## src/rtl/rs_alu_issue.sv

```systemverilog
// ALU reservation station: buffers dispatched instructions, captures CDB operands, and issues
// the lowest-index ready entry per cycle through a registered output stage.
module rs_alu_issue #(
    parameter int unsigned RS_SIZE  = 8,
    parameter int unsigned ROB_ID_W = 4,
    parameter int unsigned OPTYPE_W = 6
) (
    input  logic                clk_in,
    input  logic                rstn_in,
    input  logic                rdy_in,
    input  logic                flush_in,
    input  logic                disp_valid,
    input  logic [OPTYPE_W-1:0] disp_optype,
    input  logic [31:0]         disp_pc,
    input  logic [31:0]         disp_imm,
    input  logic [ROB_ID_W-1:0] disp_rd_alias,
    input  logic                disp_qj_busy,
    input  logic [ROB_ID_W-1:0] disp_qj,
    input  logic [31:0]         disp_vj,
    input  logic                disp_qk_busy,
    input  logic [ROB_ID_W-1:0] disp_qk,
    input  logic [31:0]         disp_vk,
    input  logic                alu_cdb_valid,
    input  logic [ROB_ID_W-1:0] alu_cdb_alias,
    input  logic [31:0]         alu_cdb_data,
    input  logic                lsb_cdb_valid,
    input  logic [ROB_ID_W-1:0] lsb_cdb_alias,
    input  logic [31:0]         lsb_cdb_data,
    output logic                rs_full,
    output logic [OPTYPE_W-1:0] alu_optype,
    output logic [ROB_ID_W-1:0] alu_rd_alias,
    output logic [31:0]         alu_pc,
    output logic [31:0]         alu_rs1,
    output logic [31:0]         alu_rs2,
    output logic [31:0]         alu_imm
);

    localparam int unsigned IDX_W = $clog2(RS_SIZE);

    typedef struct packed {
        logic                valid;
        logic [OPTYPE_W-1:0] optype;
        logic [31:0]         pc;
        logic [31:0]         imm;
        logic [ROB_ID_W-1:0] rd_alias;
        logic                qj_busy;
        logic [ROB_ID_W-1:0] qj;
        logic [31:0]         vj;
        logic                qk_busy;
        logic [ROB_ID_W-1:0] qk;
        logic [31:0]         vk;
    } entry_t;

    entry_t ent_q [RS_SIZE];
    entry_t ent_d [RS_SIZE];
    entry_t new_ent;

    logic [OPTYPE_W-1:0] optype_q, optype_d;
    logic [ROB_ID_W-1:0] rd_alias_q, rd_alias_d;
    logic [31:0]         pc_q, pc_d, rs1_q, rs1_d, rs2_q, rs2_d, imm_q, imm_d;

    logic             free_found, issue_found;
    logic [IDX_W-1:0] free_idx, issue_idx;

    // Lowest-index free slot and lowest-index ready entry, both from registered state only.
    always_comb begin
        free_found  = 1'b0;
        free_idx    = '0;
        issue_found = 1'b0;
        issue_idx   = '0;
        for (int i = 0; i < RS_SIZE; i++) begin
            if (!free_found && !ent_q[i].valid) begin
                free_found = 1'b1;
                free_idx   = IDX_W'(i);
            end
            if (!issue_found && ent_q[i].valid && !ent_q[i].qj_busy && !ent_q[i].qk_busy) begin
                issue_found = 1'b1;
                issue_idx   = IDX_W'(i);
            end
        end
    end

    assign rs_full = !free_found;

    // Incoming entry with same-cycle CDB capture; the ALU port wins a dual match.
    always_comb begin
        new_ent          = '0;
        new_ent.valid    = 1'b1;
        new_ent.optype   = disp_optype;
        new_ent.pc       = disp_pc;
        new_ent.imm      = disp_imm;
        new_ent.rd_alias = disp_rd_alias;
        new_ent.qj_busy  = disp_qj_busy;
        new_ent.qj       = disp_qj;
        new_ent.vj       = disp_vj;
        new_ent.qk_busy  = disp_qk_busy;
        new_ent.qk       = disp_qk;
        new_ent.vk       = disp_vk;
        if (disp_qj_busy) begin
            if (alu_cdb_valid && alu_cdb_alias == disp_qj) begin
                new_ent.qj_busy = 1'b0;
                new_ent.vj      = alu_cdb_data;
            end else if (lsb_cdb_valid && lsb_cdb_alias == disp_qj) begin
                new_ent.qj_busy = 1'b0;
                new_ent.vj      = lsb_cdb_data;
            end
        end
        if (disp_qk_busy) begin
            if (alu_cdb_valid && alu_cdb_alias == disp_qk) begin
                new_ent.qk_busy = 1'b0;
                new_ent.vk      = alu_cdb_data;
            end else if (lsb_cdb_valid && lsb_cdb_alias == disp_qk) begin
                new_ent.qk_busy = 1'b0;
                new_ent.vk      = lsb_cdb_data;
            end
        end
    end

    always_comb begin
        ent_d       = ent_q;
        optype_d    = optype_q;
        rd_alias_d  = rd_alias_q;
        pc_d        = pc_q;
        rs1_d       = rs1_q;
        rs2_d       = rs2_q;
        imm_d       = imm_q;
        if (rdy_in) begin
            if (flush_in) begin
                for (int i = 0; i < RS_SIZE; i++) begin
                    ent_d[i].valid = 1'b0;
                end
                optype_d = '0;
            end else begin
                for (int i = 0; i < RS_SIZE; i++) begin
                    if (ent_q[i].valid && ent_q[i].qj_busy) begin
                        if (alu_cdb_valid && alu_cdb_alias == ent_q[i].qj) begin
                            ent_d[i].qj_busy = 1'b0;
                            ent_d[i].vj      = alu_cdb_data;
                        end else if (lsb_cdb_valid && lsb_cdb_alias == ent_q[i].qj) begin
                            ent_d[i].qj_busy = 1'b0;
                            ent_d[i].vj      = lsb_cdb_data;
                        end
                    end
                    if (ent_q[i].valid && ent_q[i].qk_busy) begin
                        if (alu_cdb_valid && alu_cdb_alias == ent_q[i].qk) begin
                            ent_d[i].qk_busy = 1'b0;
                            ent_d[i].vk      = alu_cdb_data;
                        end else if (lsb_cdb_valid && lsb_cdb_alias == ent_q[i].qk) begin
                            ent_d[i].qk_busy = 1'b0;
                            ent_d[i].vk      = lsb_cdb_data;
                        end
                    end
                end
                if (issue_found) begin
                    ent_d[issue_idx].valid = 1'b0;
                    optype_d   = ent_q[issue_idx].optype;
                    rd_alias_d = ent_q[issue_idx].rd_alias;
                    pc_d       = ent_q[issue_idx].pc;
                    rs1_d      = ent_q[issue_idx].vj;
                    rs2_d      = ent_q[issue_idx].vk;
                    imm_d      = ent_q[issue_idx].imm;
                end else begin
                    optype_d = '0;
                end
                // The free slot is never the issuing slot, so both writes can coexist.
                if (disp_valid && free_found) begin
                    ent_d[free_idx] = new_ent;
                end
            end
        end
    end

    always_ff @(posedge clk_in or negedge rstn_in) begin
        if (!rstn_in) begin
            for (int i = 0; i < RS_SIZE; i++) begin
                ent_q[i] <= '0;
            end
            optype_q   <= '0;
            rd_alias_q <= '0;
            pc_q       <= '0;
            rs1_q      <= '0;
            rs2_q      <= '0;
            imm_q      <= '0;
        end else begin
            ent_q      <= ent_d;
            optype_q   <= optype_d;
            rd_alias_q <= rd_alias_d;
            pc_q       <= pc_d;
            rs1_q      <= rs1_d;
            rs2_q      <= rs2_d;
            imm_q      <= imm_d;
        end
    end

    assign alu_optype   = optype_q;
    assign alu_rd_alias = rd_alias_q;
    assign alu_pc       = pc_q;
    assign alu_rs1      = rs1_q;
    assign alu_rs2      = rs2_q;
    assign alu_imm      = imm_q;

endmodule

```

## config.mk

```make
export PLATFORM = sky130hd
export DESIGN_NAME = rs_alu_issue
export DESIGN_NICKNAME = d
export VERILOG_FILES = /design/src/rtl/rs_alu_issue.sv
export SDC_FILE = /design/constraint.sdc
export NUM_CORES = 2
export LEC_CHECK = 0
export ABC_AREA = 1
export CAP_MARGIN = 20
export CORE_MARGIN = 2
export CORE_UTILIZATION = 40
export CTS_BUF_LIST = sky130_fd_sc_hd__clkbuf_16
export DETAILED_ROUTE_END_ITERATION = 8
export SLEW_MARGIN = 25
export SYNTH_ARGS = -nofsm -noshare
export SYNTH_HDL_FRONTEND = slang
export SYNTH_SLANG_ARGS = --single-unit
```

## constraint.sdc

```tcl
create_clock -name clk_in -period 2.9 [get_ports clk_in]
set_input_delay 0.435 -clock clk_in [delete_from_list [all_inputs] [get_ports clk_in]]
set_output_delay 0.435 -clock clk_in [all_outputs]
set_load 0.05 [all_outputs]
```

==> metrics.txt <==
Power Dens Cells=654 nW/um^2; final hold vios=0; LEAKAGE=46.3 nW; R2R Path Start=ent_q[669]$_DFFE_PN0P_; Post-route DRC=5; Die Span X=458 um; Min-Delay Path Class=in -> async; Initial Util=40.3%; syn_nets=12815; placer congestion estimate=0.993; die area=210000 um^2; commonest non-fill, non-tap cell in the layout=nand2_1; area of the multi-input gates=40800 um^2; MaxCap Viol Count=0; CP max FO=32; final WL=384000 um; GRT overflow=0; pin count of the biggest net entering global routing=133; FILL cells=20437; Bufs on Longest Clock Path=3; CTS Sinks=1330; Ys Warns=0; root buffer cell=clkbuf_16; failing checks=DRC, setup timing; Seq cells post-synth=1330; Yosys top cell area share=40.4%; drt first-iter violations=12578; Synth async-reset ratio=100%; # rows=166; first-pass iteration count of the detailed router=9; Synth Instances=12588; worst flop-to-flop path endpoint=alu_rs1[5]$_DFFE_PN0P_; Seq/Total Area, Yosys=40.4%; Reg area=33300 um^2; post-DP HPWL=243000 um; max-slew violations=0; CP arrival=3680 ps; fin cells=15659; final setup margin=-30.0 ps; R2R cell count=15; via count=91900; largest area contributor in the netlist=dfrtp_1; routed len/inst=24.5 um; Post-synth EDFFs=0; Critical Path RT=3650 ps; post-route minimum period=2930 ps; CTS tree=done; Worst slew margin=40.5%; Synth area leaders=dfrtp_1 40%, nand2_1 20%, nand3_1 10%; initial antenna violation count=15; Port Buffers=365; fmax=0.341 GHz; Post-Syn Area=82400 um^2; antenna viol nets, final=0; GRT Total Usage=35.8%; # IOs=366; H-Tree Depth=4; setup TNS=-30.6 ps; crit path kind=reg -> reg; layout cells sized above 1=7.72%; R2R setup slack=-30 ps; Synth Area per Inst=6.54 um^2; total core area=205000 um^2; clk_lat worst skew=870 ps; Layout area overhead=20.0%; Setup crit start kind=flop; Inst Count DP=15350; first-pass GRT wire length=569000 um; CTS clk-pin slew, worst paths=60 ps; fin crit share=101%; predominant post-synthesis flop cell=dfrtp_1; CP Capture Type=flop; clk_skew=54.3 ps; endpoints failing setup=2; worst slew pin tran=890 ps; Die Y=458 um; most frequent cells in the layout=4357 x nand2_1, 1650 x nand3_1, 1328 x o21ai_0, 1328 x dfrtp_1, 1096 x inv_1; DR vias/cell=5.87; status=complete, but fails checks; Final Net Count=13062; library cells used by synthesis=41; number of global-route vias before repair=86555; VDD IR max=0.790 mV; CTS Buf Count=160
cell type report:
| cell class | count | area share [%] |
|---|---|---|
| clock inverter | 124 | 1.10 |
| sequential | 1330 | 33.7 |
| multi-input combinational | 9165 | 41.3 |
| timing repair buffer | 1054 | 12.1 |
| inverter | 1124 | 4.30 |
| clock buffer | 161 | 4.07 |
| tap | 2688 | 3.40 |
| antenna | 13 | 0.0329 |
worst max-delay path, cell delays in order, from the launching register on:
cell and delay (ps):
dfrtp_1 400, nor2_1 140, nand2_1 130, nand2_1 170, nor2_4 70, nand3_1 150
nand2_4 110, inv_8 70, buf_12 270, buf_4 390, nand3_1 180, nand3_1 120
nand3_1 80, nor2_1 260, buf_4 210, nor2_1 40
synth_stat cells, types with 10 or more instances:
| cell type | number |
|---|---|
| o211ai_1 | 130 |
| dfrtp_1 | 1330 |
| nand3b_1 | 17 |
| nand2_1 | 4361 |
| xor2_1 | 16 |
| clkbuf_1 | 459 |
| o22ai_1 | 28 |
| a21oi_1 | 433 |
| clkinv_1 | 24 |
| nor3_1 | 16 |
| nor2_1 | 571 |
| nand4_1 | 66 |
| a22oi_1 | 50 |
| buf_4 | 41 |
| inv_1 | 1075 |
| nand3_1 | 1655 |
| o21ai_0 | 1328 |
| or2_2 | 12 |
| o21ai_1 | 439 |
| buf_2 | 370 |
| nand2_2 | 10 |
| buf_1 | 92 |
| inv_2 | 25 |
sequential cells by signal, indices dropped and copies added (netlist names):
name and count:
alu_pc 32, alu_optype 6, alu_rs2 32, ent_q 1192, alu_rs1 32, alu_imm 32, alu_rd_alias 4
per-layer routing:
layer / routed length, um / part of all wire (%) / GRT usage [%]
met5: 7 / 0.0018 / 0.0459
met4: 31400 / 8.2 / 24.5
met3: 44600 / 12 / 8.56
met2: 162000 / 42 / 53.1
met1: 146000 / 38 / 46.1
where the power goes:
part	switching, mW	internal, mW
Combinational	13.1	7.05
Clock	8.99	11.2
Sequential	2.16	22.2
per-stage QoR:
stage | hold slack (ps) | power, mW | worst slack [ps] | cell area (um^2) | util [%]
6_report | 176 | 64.7 | -30.0 | 98900 | 48.3
5_1_grt | 162 | 68.0 | -31.6 | 98900 | 48.3
4_1_cts | 136 | 64.7 | 20.0 | 98700 | 48.3
3_5_place_dp | 393 | 44.5 | -209 | 93600 | 45.7
3_3_place_gp | 400 | 44.0 | -222 | 93600 | 45.7
2_1_floorplan | 139 | 37.0 | 820 | 82400 | -
how the worst max path moves through the flow:
stage | slack (ps) | startpoint | depth (start not counted) | endpoint
after global placement | -220 | alu_cdb_alias[1] | 15 | ent_q[41]$_DFFE_PN0P_
after floorplan | 820 | alu_cdb_alias[3] | 11 | ent_q[944]$_DFFE_PN0P_
after CTS | 20 | ent_q[744]$_DFFE_PN0P_ | 15 | alu_rs2[0]$_DFFE_PN0P_
after detailed placement | -210 | alu_cdb_alias[1] | 15 | ent_q[41]$_DFFE_PN0P_
after global routing | -30 | ent_q[744]$_DFFE_PN0P_ | 18 | alu_rs1[17]$_DFFE_PN0P_
final | -30 | ent_q[669]$_DFFE_PN0P_ | 15 | alu_rs1[5]$_DFFE_PN0P_
what timing repair did:
item,4_1_cts,5_1_grt
hold buffers,1,0
gates resized for setup,3,14
setup buffers,2,8
pin swaps,2,4
cloned,0,0
setup endpoints to repair,6,44
hold endpoints to repair,537,0
logic make-up after synthesis:
logic type,share of synthesized area [%]
buffers and inverters,10.3
muxes,0.0122
DFF,40.4
and+or+nand+nor,33.7
AOI/OAI and AO/OA,15.4
xor gates and xnor gates,0.191
(Power assumes the default switching activity.)
